### src/rtl/clk_sel_ctrl.sv
// rtl/clk_sel_ctrl.sv - sel sequencer for glitch_free mux with settle/dwell lockout
// Optional switch counter output sw_cnt is enabled by defining CLK_SEL_CNT_EN.
module clk_sel_ctrl #(
  parameter int unsigned SETTLE_CYC = 6,
  parameter int unsigned DWELL_CYC  = 16,
  parameter logic        SEL_RST    = 1'b1
) (
  input  logic       clk,
  input  logic       rst,
  input  logic       req_valid,
  input  logic       req_sel,
  output logic       req_ready,
  output logic       sel,
  output logic       busy,
  output logic       done
`ifdef CLK_SEL_CNT_EN
  ,
  output logic [7:0] sw_cnt
`endif
);

  typedef enum logic [1:0] {
    IDLE   = 2'd0,
    SETTLE = 2'd1,
    DWELL  = 2'd2
  } state_e;

  localparam logic [7:0] SETTLE_LD = 8'(SETTLE_CYC - 1);
  localparam logic [7:0] DWELL_LD  = 8'(DWELL_CYC - 1);

  state_e     state_q, state_d;
  logic [7:0] cnt_q, cnt_d;
  logic       sel_q, sel_d;
  logic       done_q, done_d;

  always_ff @(posedge clk) begin
    if (rst) begin
      state_q <= IDLE;
      cnt_q   <= 8'd0;
      sel_q   <= SEL_RST;
      done_q  <= 1'b0;
    end else begin
      state_q <= state_d;
      cnt_q   <= cnt_d;
      sel_q   <= sel_d;
      done_q  <= done_d;
    end
  end

  always_comb begin
    state_d = state_q;
    cnt_d   = cnt_q;
    sel_d   = sel_q;
    done_d  = 1'b0;
    case (state_q)
      IDLE: begin
        if (req_valid) begin
          if (req_sel != sel_q) begin
            sel_d   = req_sel;
            cnt_d   = SETTLE_LD;
            state_d = SETTLE;
          end else begin
            // Already on the requested clock: acknowledge without touching the mux.
            done_d = 1'b1;
          end
        end
      end
      SETTLE: begin
        if (cnt_q == 8'd0) begin
          cnt_d   = DWELL_LD;
          state_d = DWELL;
          done_d  = 1'b1;
        end else begin
          cnt_d = cnt_q - 8'd1;
        end
      end
      DWELL: begin
        if (cnt_q == 8'd0) begin
          state_d = IDLE;
        end else begin
          cnt_d = cnt_q - 8'd1;
        end
      end
      default: begin
        state_d = IDLE;
        cnt_d   = 8'd0;
      end
    endcase
  end

`ifdef CLK_SEL_CNT_EN
  logic [7:0] sw_cnt_q, sw_cnt_d;

  always_ff @(posedge clk) begin
    if (rst) begin
      sw_cnt_q <= 8'd0;
    end else begin
      sw_cnt_q <= sw_cnt_d;
    end
  end

  // Count only completed real switches, on the SETTLE->DWELL edge; saturate at 255.
  always_comb begin
    sw_cnt_d = sw_cnt_q;
    if (state_q == SETTLE && cnt_q == 8'd0 && sw_cnt_q != 8'hFF) begin
      sw_cnt_d = sw_cnt_q + 8'd1;
    end
  end

  assign sw_cnt = sw_cnt_q;
`endif

  assign sel       = sel_q;
  assign done      = done_q;
  assign req_ready = (state_q == IDLE);
  assign busy      = (state_q != IDLE);

endmodule

### config.mk
export PLATFORM = sky130hd
export DESIGN_NAME = clk_sel_ctrl
export DESIGN_NICKNAME = d
export VERILOG_FILES = /design/src/rtl/clk_sel_ctrl.sv
export SDC_FILE = /design/constraint.sdc
export NUM_CORES = 1
export LEC_CHECK = 0
export CAP_MARGIN = 40
export CORE_MARGIN = 2
export CORE_UTILIZATION = 48
export DETAILED_ROUTE_END_ITERATION = 12
export HOLD_SLACK_MARGIN = 0.12
export PLACE_DENSITY = 0.72
export SLEW_MARGIN = 25
export SYNTH_ARGS = -nofsm -noshare
export SYNTH_HDL_FRONTEND = slang
export SYNTH_SLANG_ARGS = --single-unit
### constraint.sdc
create_clock -name clk -period 1.8 [get_ports clk]
set_input_delay 0.27 -clock clk [delete_from_list [all_inputs] [get_ports clk]]
set_output_delay 0.27 -clock clk [all_outputs]
set_load 0.03 [all_outputs]
After elaboration in Yosys (flattened, before gate mapping) --
Cells that the tools add are included.
Word-level totals: bits of input ports 4, logic and storage cells 33, output and inout bits 4, bits in registers 12
Cells by class: add/subtract/negate cells 1, mux-type cells 14, reductions and logical operators 6, eq/ne operators 8
Operators with widths (number):
- two-way mux 8 bit | 4
- case mux 8 bit (3 select lines) | 1
- zero test 8 bit | 1
- two-way mux 2 bit | 4
- != test 2 bit (second input constant) | 4
- subtractor 8 x 1 -> 8 bit (second input constant) | 1
- case mux 2 bit (3 select lines) | 1
- AND reduction 3 bit | 2
- AND reduction 4 bit | 1
- two-way mux 1 bit | 3
- == test 2 x 1 -> 1 bit (second input constant) | 1
- == test 2 bit (second input constant) | 1
- zero test 2 bit | 1
- != test 2 x 1 -> 1 bit (second input constant) | 1
- case mux 1 bit (2 select lines) | 1
- nonzero test 2 bit | 1
- != test 1 bit | 1

Depth between registers and ports, before layout --
depth after elaboration 4, gate-level depth with buffers 7

Worst setup path after synthesis --
OpenSTA, ideal clock, no wires.
path kind register to register, start reg cnt_q[0], end reg cnt_q[1], stages on the path, launching flop included 8, clock period less this slack 1.692 ns, path buffers 1, data required time 1.680 ns, arrival 1.572 ns, slack 0.108 ns, library setup time 0.120 ns, cells stage by stage dfxtp_1 inv_1 ha_1 nor4b_4 and2_1 buf_6 nor4_1 a211o_1
On the way: cells in the longest elaborated chain, start to end 3, elaborated cells on any way between the ends 7
Ends and longest elaborated chain:
- from (decl) | RTL line 32 | logic [7:0] cnt_q, cnt_d;
- from (signal assigned) | RTL line 44 | cnt_q <= cnt_d;
- subtractor 8 x 1 -> 8 bit or zero test 8 bit (tied branches)
- two-way mux 8 bit (tied with other cells) | RTL line 78 | if (cnt_q == 8'd0) begin
- case mux 8 bit (3 select lines) or AND reduction 3 bit (tied branches)
Several ways; a longest one is shown, not always the timed one. The select of a mux whose other input is x is not followed. A chain may end at the register's enable or synchronous reset.

Final worst setup path --
Ends and elaborated chain as after synthesis.

==> flow_summary.ini <==
[outcome]
status = finished, final reports clean

[final_layout]
seqCellArea_um2 = 240
diodes = 0
syn_to_final_growth_pct = 20.4
finalNetCount = 115
multi_input_area_um2 = 479
n_fill_cell = 130
drive_above_1_share_pct = 19.4

[floorplan]
ios = 8
die_w_um = 43.8
rows = 14
die_h_um = 43.8
die_area_um2 = 1920
core_um2 = 1490
initial_core_util_pct = 51.0

[power_and_ir_drop]
power_frac_seq_pct = 30.3
p_sw_share_pct = 43.9
p_leak_nw = 0.354
internal_power_uw = 711
p_clk_share_pct = 13.1
p_per_area_nw_per_um2 = 1380
p_sw_uw = 555
pwr-share-comb_pct = 56.7
p_total_mw = 1.27
vdd_drop_max_uv = 815

[placement]
io_buffers = 7
place_congestion = 0.904
pre_cts_ws_ns = 0.0757
hpwl_um = 1380

[timing]
period_minus_slack_ns = 1.69
setup_ws_ns = 0.114
setup_viol = 0
clock_skew_ns = 0.00338
fin_crit_sh_pct = 93.7
hold_violations = 0
tightestPinTransition_ns = 0.433
setup_total_negative_slack_ns = 0
max_freq_mhz = 593
maxSlewViolCount = 0
grt_setup_unrepaired = false
relSlewSlack_pct = 71.0

[hold_path]
hold_class = reg -> reg
whs_endpoint = cnt_q[6]$_SDFFE_PP0P_
hp-start = cnt_q[6]$_SDFFE_PP0P_
whs_path_depth = 2

[global_route]
first_global_vias = 731
grt_overflow = 0
track_usage_pct = 22.3
grt_max_degree = 16
grt_pass1_wl_um = 3140
antenna_found_initial = 0

[cts]
post_cts_buffers = 0
clk_latency_ns = 0.27
htreeDepth = 1
clockBufferDepth = 2
cts_sinks = 12
cts_made_buffers = 3
root_buffer = clkbuf_4
path_clk_slew_ns = 0.07
cts_tree = built

[route]
wl_per_cell_um = 14.8
first_pass_iters = 4
vias_per_cell = 6.19
antenna_left = 0
drc = 0
vias = 768
drtIter0Drc = 18
routed_wirelength_um = 1830

[yosys]
synth_edf_count = 0
synth_top_cells_by_area = dfxtp_1, nand2_1, nand3_1
synth_top_area_share_pct = 31.6
syn_area_per_cell_um2 = 8.17
async_reset_ff_share_pct = 0
ys_ff_latch = 12
ys_warn_count = 0
yosys.area.top_type = dfxtp_1
yosysMostFrequentCell = dfxtp_1
syn_nets = 98
synth_area_um2 = 759
ys_seq_area_share_pct = 31.6
syn_inst = 93
synth_cell_types = 41
synth_common_cells = dfxtp_1, nand2_1, nand3_1, inv_1
synth_ff_type = dfxtp_1

[critical_path]
ff2ff_path_depth = 6
cp.required_ns = 1.96
rr_startpoint = cnt_q[0]$_SDFFE_PP0P_
crit_arrival_ns = 1.84
reg2reg_slack_ns = 0.11
path_class = reg -> reg
setup.worst_path.end_class = register
timing.rr.end = cnt_q[1]$_SDFFE_PP0P_
start_kind = register
path_max_fanout = 8

[run]
drv_cap = 0
==> power by group through the flow <==
stage / registers (mW) / logic (mW) / clock network, mW
floorplan: 0.395 / 0.511 / 0
global placement: 0.383 / 0.684 / 0
detailed placement: 0.387 / 0.695 / 0
CTS: 0.381 / 0.693 / 0.172
finish: 0.383 / 0.718 / 0.166
global route: 0.391 / 0.786 / 0.192
==> how the worst max path moves through the flow <==
stage | cells after the start | startpoint | to | slack, ns
6_report | 6 | cnt_q[0]$_SDFFE_PP0P_ | cnt_q[1]$_SDFFE_PP0P_ | 0.11
5_1_grt | 6 | cnt_q[1]$_SDFFE_PP0P_ | cnt_q[1]$_SDFFE_PP0P_ | 0.01
2_1_floorplan | 7 | cnt_q[0]$_SDFFE_PP0P_ | cnt_q[1]$_SDFFE_PP0P_ | 0.11
3_3_place_gp | 5 | req_sel | state_q[0]$_SDFFE_PP0P_ | 0.04
3_5_place_dp | 6 | req_sel | cnt_q[0]$_SDFFE_PP0P_ | 0.08
4_1_cts | 6 | cnt_q[0]$_SDFFE_PP0P_ | cnt_q[1]$_SDFFE_PP0P_ | 0.05
==> final cells by class <==
| type | instances | share of cell area (%) |
|---|---|---|
| multi-input cells | 72 | 52.4 |
| repair buffers | 16 | 14.6 |
| well taps | 16 | 2.19 |
| flip-flops and latches | 12 | 26.3 |
| inverters | 5 | 2.05 |
| clock buffers | 3 | 2.46 |
==> per-layer routing <==
metal  global-route usage, %  wire length [um]
met2                    32.4               815
met4                    12.7                29
met5                       0                 0
met1                    29.8               929
met3                    5.83                57
==> metrics by stage <==
step	util [%]	cell area, um2	cells	hold WS, ns
2_1_floorplan	-	759	93	0.423
3_3_place_gp	59.8	891	121	0.498
3_5_place_dp	59.8	891	121	0.510
4_1_cts	61.3	912	124	0.520
5_1_grt	61.4	915	124	0.542
6_report	61.4	915	124	0.519
==> state kept, by name (all words and copies together), names as in the netlist <==
signal / flops
cnt_q: 8
sel: 1
done: 1
state_q: 2
==> critical path, stage by stage (launching register included) <==
cell,delay [ns]
dfxtp_1,0.31
inv_1,0.08
ha_1,0.18
nor4b_4,0.39
and2_4,0.26
nor4_1,0.06
a211o_1,0.28
==> cell families after synthesis <==
logic type,Yosys count,share of synthesized area (%)
fa+ha+maj,1,1.65
simple gates,42,31.6
flops,12,31.6
buf+inv,9,5.60
compound gates,27,27.2
xor+xnor,2,2.31
==> timing repair <==
action,in CTS,in global routing
resized for setup,1,2
endpoints found under the hold margin,0,0
hold buffers,0,0
gates cloned,0,0
endpoints found under the setup margin,1,4
==> placed cells by master (no fill, tap or decap), types with 2 or more instances in the layout <==
cell,count
nor4_1,2
nand2_1,11
a31oi_1,3
inv_1,5
clkdlybuf4s50_1,5
a21oi_1,4
nor3_1,4
nor2_1,3
nand2b_1,4
buf_4,10
o21ai_0,2
nand4b_1,2
nand3_1,8
a211oi_1,3
clkbuf_4,3
dfxtp_1,12
No activity file was read; power rests on OpenSTA's default activity.
